## config.mk

```make
export PLATFORM = sky130hd
export DESIGN_NAME = instr_fetch_unit
export DESIGN_NICKNAME = d
export VERILOG_FILES = /design/src/rtl/ifu_pkg.sv /design/src/rtl/ifu_fifo.sv /design/src/rtl/instr_fetch_unit.sv
export SDC_FILE = /design/constraint.sdc
export NUM_CORES = 1
export LEC_CHECK = 0
export CAP_MARGIN = 5
export CORE_ASPECT_RATIO = 1.5
export CORE_UTILIZATION = 49
export DETAILED_ROUTE_END_ITERATION = 16
export GPL_TIMING_DRIVEN = 0
export HOLD_SLACK_MARGIN = 0.05
export PLACE_DENSITY = 0.76
export SYNTH_ARGS = -nofsm -noshare
export SYNTH_HDL_FRONTEND = slang
export SYNTH_SLANG_ARGS = --single-unit
```

## constraint.sdc

```tcl
create_clock -name clk -period 3.6 [get_ports clk]
set_clock_uncertainty 0.1 [all_clocks]
set_input_delay 0.36 -clock clk [delete_from_list [all_inputs] [get_ports clk]]
set_output_delay 0.36 -clock clk [all_outputs]
set_load 0.01 [all_outputs]
```

## src/rtl/ifu_pkg.sv

```systemverilog
// Shared types and constants for the instruction fetch unit.
// Fetch buffer entries pair each instruction word with its PC.
package ifu_pkg;

    localparam int INSTR_W = 32;
    localparam logic [31:0] PC_STEP = 32'd4;

    typedef enum logic [1:0] {
        BOOT,
        FETCH,
        HALT
    } ifu_state_t;

    typedef struct packed {
        logic [INSTR_W-1:0] instr;
        logic [31:0]        pc;
    } fetch_entry_t;

endpackage

```

## src/rtl/ifu_fifo.sv

```systemverilog
// Synchronous instruction buffer of fetch_entry_t.
// Flush has priority over push and pop in the same cycle.
module ifu_fifo
    import ifu_pkg::*;
#(
    parameter int DEPTH = 4,
    parameter int CW    = $clog2(DEPTH + 1)
) (
    input  logic          clk,
    input  logic          rst_n,
    input  logic          flush,
    input  logic          push,
    input  fetch_entry_t  push_data,
    input  logic          pop,
    output fetch_entry_t  head,
    output logic [CW-1:0] count,
    output logic          empty
);

    localparam int AW = $clog2(DEPTH);

    fetch_entry_t  mem [DEPTH];
    logic [AW-1:0] wr_ptr;
    logic [AW-1:0] rd_ptr;
    logic          do_push;
    logic          do_pop;

    assign empty   = (count == '0);
    assign do_pop  = pop && !empty;
    assign do_push = push && (count != CW'(DEPTH));
    assign head    = mem[rd_ptr];

    always_ff @(posedge clk) begin
        if (!rst_n || flush) begin
            wr_ptr <= '0;
            rd_ptr <= '0;
            count  <= '0;
        end else begin
            if (do_push)
                wr_ptr <= wr_ptr + AW'(1);
            if (do_pop)
                rd_ptr <= rd_ptr + AW'(1);
            count <= count + CW'(do_push) - CW'(do_pop);
        end
    end

    always_ff @(posedge clk) begin
        if (do_push && !flush)
            mem[wr_ptr] <= push_data;
    end

endmodule

```

## src/rtl/instr_fetch_unit.sv

```systemverilog
// Instruction fetch front end: PC sequencing, in-order imem requests, buffering.
// Define IFU_ALIGN_CHECK_EN to halt on misaligned redirect targets.
module instr_fetch_unit
    import ifu_pkg::*;
#(
    parameter logic [31:0] RESET_PC   = 32'h0000_0000,
    parameter int          FIFO_DEPTH = 4
) (
    input  logic        clk,
    input  logic        rst_n,
    output logic        imem_req_valid,
    input  logic        imem_req_ready,
    output logic [31:0] imem_req_addr,
    input  logic        imem_rsp_valid,
    input  logic [31:0] imem_rsp_data,
    output logic        instr_valid,
    input  logic        instr_ready,
    output logic [31:0] instr_data,
    output logic [31:0] instr_pc,
    input  logic        redirect_valid,
    input  logic [31:0] redirect_pc,
    output logic        fetch_misalign
);

    localparam int CW = $clog2(FIFO_DEPTH + 1);
    localparam logic [CW:0] DEPTH_LIM = (CW + 1)'(FIFO_DEPTH);

    ifu_state_t   state;
    ifu_state_t   state_nx;
    logic [31:0]  fetch_pc;
    logic [31:0]  rsp_pc;
    logic [31:0]  redir_pc;
    logic [CW-1:0] outstanding;
    logic [CW-1:0] outstanding_nx;
    logic [CW-1:0] discard;
    logic [CW-1:0] fifo_count;
    logic         fifo_empty;
    logic         req_ok;
    logic         accept;
    logic         drop;
    logic         push;
    logic         pop;
    logic         misalign;
    fetch_entry_t head;

`ifdef IFU_ALIGN_CHECK_EN
    assign misalign       = redirect_valid && (redirect_pc[1:0] != 2'b00);
    assign redir_pc       = redirect_pc;
    assign fetch_misalign = (state == HALT);
`else
    assign misalign       = 1'b0;
    assign redir_pc       = redirect_pc & ~32'h3;
    assign fetch_misalign = 1'b0;
`endif

    always_ff @(posedge clk) begin
        if (!rst_n)
            state <= BOOT;
        else
            state <= state_nx;
    end

    always_comb begin
        state_nx = state;
        unique case (state)
            BOOT:    state_nx = FETCH;
            FETCH:   state_nx = FETCH;
            HALT:    if (redirect_valid) state_nx = FETCH;
            default: state_nx = BOOT;
        endcase
        if (misalign)
            state_nx = HALT;
    end

    // Buffer slots are reserved at request time, so a response always fits.
    assign req_ok = ({1'b0, fifo_count} + {1'b0, outstanding}) < DEPTH_LIM;
    assign imem_req_valid = (state == FETCH) && req_ok;
    assign imem_req_addr  = imem_req_valid ? fetch_pc : '0;
    assign accept = imem_req_valid && imem_req_ready;

    assign drop = (discard != '0);
    assign push = imem_rsp_valid && !drop;
    assign pop  = instr_valid && instr_ready;

    assign outstanding_nx = outstanding + CW'(accept) - CW'(imem_rsp_valid);

    always_ff @(posedge clk) begin
        if (!rst_n) begin
            fetch_pc    <= RESET_PC;
            rsp_pc      <= RESET_PC;
            outstanding <= '0;
            discard     <= '0;
        end else begin
            outstanding <= outstanding_nx;
            if (redirect_valid) begin
                // Everything still in flight after this cycle is stale.
                fetch_pc <= redir_pc;
                rsp_pc   <= redir_pc;
                discard  <= outstanding_nx;
            end else begin
                if (accept)
                    fetch_pc <= fetch_pc + PC_STEP;
                if (imem_rsp_valid) begin
                    if (drop)
                        discard <= discard - CW'(1);
                    else
                        rsp_pc <= rsp_pc + PC_STEP;
                end
            end
        end
    end

    ifu_fifo #(
        .DEPTH (FIFO_DEPTH),
        .CW    (CW)
    ) u_fifo (
        .clk       (clk),
        .rst_n     (rst_n),
        .flush     (redirect_valid),
        .push      (push),
        .push_data ('{instr: imem_rsp_data, pc: rsp_pc}),
        .pop       (pop),
        .head      (head),
        .count     (fifo_count),
        .empty     (fifo_empty)
    );

    assign instr_valid = !fifo_empty;
    assign instr_data  = instr_valid ? head.instr : '0;
    assign instr_pc    = instr_valid ? head.pc : '0;

endmodule

```

; Word level (Yosys, flattened, before mapping)
; Memory sizes are Yosys's and may differ from the RTL's. A register that Yosys moved wholly into a read port is not among the register bits.
; Cells that the tools add are included.
[classes]
n_addsub = 10
magnitude_cmp = 1
eq_ne = 5
muxes = 17
n_bitwise = 2
n_reduce_logical = 23
[ops]
columns = op, n
row1 = $mux W32, 8
row2 = $add A32 B3 Y32 const B, 2
row3 = $mux W3, 3
row4 = $logic_and A1 B1 Y1, 7
row5 = $add A3 B1 Y3, 2
row6 = $mux W2, 3
row7 = $reduce_and A2 Y1, 3
row8 = $reduce_bool A2 Y1, 3
row9 = $sub A3 B1 Y3, 2
row10 = $add A2 B1 Y2 const B, 2
row11 = $add A3 B3 Y4, 1
row12 = $logic_not A1 Y1, 4
row13 = $lt A4 B3 Y1 const B, 1
row14 = $ne A2 B2 Y1 const B, 2
row15 = $pmux W2 S2, 1
row16 = $reduce_or A2 Y1, 2
row17 = $logic_not A3 Y1, 1
row18 = $ne A3 B3 Y1 const B, 1
row19 = $reduce_bool A3 Y1, 1
row20 = $sub A3 B1 Y3 const B, 1
row21 = $eq A2 B1 Y1 const B, 1
row22 = $eq A2 B2 Y1 const B, 1
row23 = $logic_not A2 Y1, 1
row24 = $mux W1, 2
row25 = other kinds (2), 3
[word_totals]
ff_bits = 79
ram_bits = 256
input_bits = 70
word_cells = 69
n_memories = 1
[memory_table]
columns = name, depth, word_bits, read_ports, rd_ports_with_merged_regs, wr, line_no
row1 = u_fifo.mem, 4, 64, 1, 1, 1, ifu_fifo.sv:22  ; fetch_entry_t mem [DEPTH];

; Depth between registers and ports, before layout
[depth]
ltp_word = 7
ltp_mapped = 11

; Hierarchy
; From an unflattened synthesis, not the netlist that was laid out.
[hier_totals]
hier_cells = 982
hier_area_um2 = 14405.1
[by_module_without_submodules]
columns = module, instances, cells_per_inst, area_per_inst_um2, seq_area_each_um2
row1 = ifu_fifo, 1, 387, 9784.4, 7867.5
row2 = instr_fetch_unit, 1, 595, 4620.7, 1341.3

; Worst setup path after synthesis
; OpenSTA, ideal clock, no wires.
[synth_path]
path_kind = flip-flop to flip-flop
startpoint = reg discard[0]
endpoint = mem u_fifo.mem[0][10] (netlist name), enable pin
setup_ps = 427
arrival_ps = 2691
required_ps = 3073
setup_slack_ps = 382
stages_incl_launch_ff = 6
synth_period_minus_slack_ps = 3218
path_cell_list = dfxtp_1 > inv_1 > ha_1 > nand3b_1 > a21oi_1 > and3_1
[synth_via]
elab_chain_cells = 7
[synth_lines]
columns = item, line_no
row1 = start: declaration, instr_fetch_unit.sv:35  ; logic [CW-1:0] discard;
row2 = start signal: assignment, instr_fetch_unit.sv:99  ; discard <= outstanding_nx;
row3 = start signal: assignment, instr_fetch_unit.sv:105  ; discard <= discard - CW'(1);
row4 = $reduce_bool A3 Y1, instr_fetch_unit.sv:81  ; assign drop = (discard != '0);
row5 = $logic_not A1 Y1, instr_fetch_unit.sv:82  ; assign push = imem_rsp_valid && !drop;
row6 = $logic_and A1 B1 Y1, instr_fetch_unit.sv:82
row7 = $logic_and A1 B1 Y1, ifu_fifo.sv:30  ; assign do_push = push && (count != CW'(DEPTH));
row8 = via u_fifo.do_push, ifu_fifo.sv:25  ; logic do_push;
row9 = $logic_and A1 B1 Y1, ifu_fifo.sv:48  ; if (do_push && !flush)
row10 = $mux W1, ifu_fifo.sv:48
row11 = $mux W1 (implied by the code), ifu_fifo.sv:49  ; mem[wr_ptr] <= push_data;
row12 = end: declaration, ifu_fifo.sv:22
; The timed path passes the listed nets, and every way through them passes these cells.

==> run_results.csv <==
group,metric,value,unit
hold_path,hold_path_class,"input pin to register",
floorplanning,die_area,29230,um2
place,finalWeightedCongestion,0.9923,
grt,grt-ovfl-total,0,
worst_setup_path,cp_max_fo,10,
cells_and_area,antenna_cells,0,
place,dpl-instance-area,16160,um2
detailed_routing,ant_nets,0,
worst_setup_path,crit_type,"register to output port",
clocking,clk_latency,560,ps
sta,fin_crit,3441,ps
detailed_routing,drc,0,
cells_and_area,syn_to_final_growth,22.48,%
sta,rsz0062_at_grt,"yes",
cells_and_area,final_cells,1522,
worst_setup_path,endpoint_kind,"output port",
cells_and_area,postLayoutCellArea,17130,um2
sta,slew-limit-headroom,15.16,%
sta,max_freq,0.2906,GHz
clocking,clk_path_buf_depth,3,
power_and_ir_drop,power.leakage,5.632,nW
logic_synthesis,ys_warn_count,0,
grt,grt_pass1_wl,50070,um
floorplanning,core,28060,um2
place,portBuffers,160,
detailed_routing,wl_per_cell,20.88,um
worst_setup_path,crit_required,3140,ps
grt,grt_usage,22.11,%
logic_synthesis,synth_area_leader_cell,"edfxtp_1",
logic_synthesis,ys_types,59,
grt,grt_pass1_vias,9105,
status,outcome,"completed",
grt,antenna_found_initial,0,
worst_setup_path,arrival,2980,ps
clocking,cts_made_buffers,29,
floorplanning,start_util,49.83,%
cells_and_area,multi_input_area,4683,um2
logic_synthesis,synth_edf_count,248,
logic_synthesis,async_flop_share,0,%
logic_synthesis,synthFlopType,"edfxtp_1",
power_and_ir_drop,peakVddDrop,0.0002968,V
logic_synthesis,yosysSeqAreaShare,64.14,%
power_and_ir_drop,power_density,534.7,nW/um2
clocking,cts_root_buf,"clkbuf_16",
sta,final_max_slew_viol_count,0,
sta,worst_slew_pin_slew,1263,ps
clocking,cts_sinks,324,
cells_and_area,seq_area,8969,um2
worst_setup_path,cp-start-kind,"register",
detailed_routing,dr.pass1.iters,5,
cells_and_area,drive_gt1_share,13.27,%
run,drv_cap,0,
cells_and_area,final_nets,1239,
place,place_ws,297.7,ps
detailed_routing,drtIter0Drc,720,
grt,grt_max_degree,53,
logic_synthesis,syn-cell-area,13980,um2
logic_synthesis,yosysMostFrequentCell,"edfxtp_1",
sta,worst_slack,158.8,ps
floorplanning,rows,75,
sta,setup_viol_count_final,0,
detailed_routing,drt_wl_total,31780,um
logic_synthesis,synth_top_area_share,53.26,%
floorplanning,die_width,139.9,um
cells_and_area,nFillCells,2107,
clocking,cts_hold_buf,0,
clocking,cts_resized,0,
floorplanning,die_h,208.9,um
logic_synthesis,syn_avg_cell_area,14.64,um2
logic_synthesis,synthTopCellsByCount,"248 x edfxtp_1, 76 x dfxtp_1, 69 x and2_1, 62 x mux4_2, 44 x and3_1",
clocking,cts_tree,"done",
place,placedCellCount,1469,
detailed_routing,viasPerCell,5.920,
logic_synthesis,ys_top_cells_by_area,"edfxtp_1 53%, dfxtp_1 11%, mux4_2 10%, and2_1 3.1%, and3_1 2.0%",
clocking,cts_max_level,1,
clocking,path_clk_slew,70,ps
place,dp_hpwl,21700,um
logic_synthesis,synth_seq_cells,324,
detailed_routing,vias,9011,
clocking,post_cts_buffers,0,
sta,hold_violations,0,
floorplanning,ios,169,
sta,timing.final.crit_share,95.59,%
sta,fin_hold_ws,174.8,ps
logic_synthesis,syn_inst,955,
[state kept, by name, summed over array words and instances (netlist names), named ones only]
register       cells
outstanding        3
fetch_pc          30
u_fifo.wr_ptr      2
rsp_pc            30
u_fifo.mem       248
discard            3
u_fifo.rd_ptr      2
u_fifo.count       3
state              1
[report_power, final]
| group | switching (mW) | total, mW | internal, mW |
|---|---|---|---|
| clock | 1.32 | 3.07 | 1.74 |
| combinational | 0.825 | 1.72 | 0.897 |
| sequential | 0.141 | 4.37 | 4.23 |
| total | 2.29 | 9.16 | 6.87 |
[routing by layer]
metal	track usage (%)	wire length, um
met5	0	0
met4	9.473	1185
met3	2.200	1644
met2	39.57	16490
met1	27.16	12460
[worst max-delay path: stages (launching register included)]
cell and delay [ps]:
dfxtp_1 310, clkbuf_1 420, buf_2 420, mux4_2 610
and2_1 180, clkdlybuf4s50_1 470
[cells by family after synthesis]
kind of cell             after synthesis  share of synthesized area [%]
buffers and inverters                 83                          2.676
XOR/XNOR                              24                          1.503
adder cells (fa/ha/maj)               16                          1.539
multiplexers                          65                          10.20
AND/OR/NAND/NOR                      328                          14.44
AO/OA/AOI/OAI                        114                          5.468
other                                  1                        0.02682
flip-flops                           324                          64.14
[final timing paths]
check | slack (ps) | cells past startpoint | start | to
max | 160 | 5 | register | instr_pc[11]
min | 170 | 1 | rst_n | state[0]
max reg2reg | 560 | 10 | u_fifo.count[2] | discard[2]
min reg2reg | 450 | 0 | rsp_pc[3] | u_fifo.mem[0][3]
[layout make-up]
type	instances	area share (%)
buffer	62	1.739
clock buffer	44	5.100
clock inverter	10	0.4822
inverter	20	0.4384
multi-input combinational	552	27.35
sequential	324	52.37
tap	346	2.528
timing repair buffer	164	9.995
[placed cells by master (no fill, tap or decap), types with 30 or more instances in the layout]
cell type	n
and2_1	69
and3_1	40
clkbuf_1	46
clkbuf_16	30
clkdlybuf4s50_1	160
dfxtp_1	76
edfxtp_1	248
mux4_2	62
nor2_1	33
nor3_1	35
o21ai_0	30
[through the flow]
step,TNS [ps],total power [mW],util [%]
CTS,0,9.241,60.99
detailed placement,0,6.188,57.60
floorplan,0,5.332,-
global route,-11.62,9.507,61.03
global placement,-337900,6.140,57.14
finish,0,9.157,61.03
(Power assumes the default switching activity.)
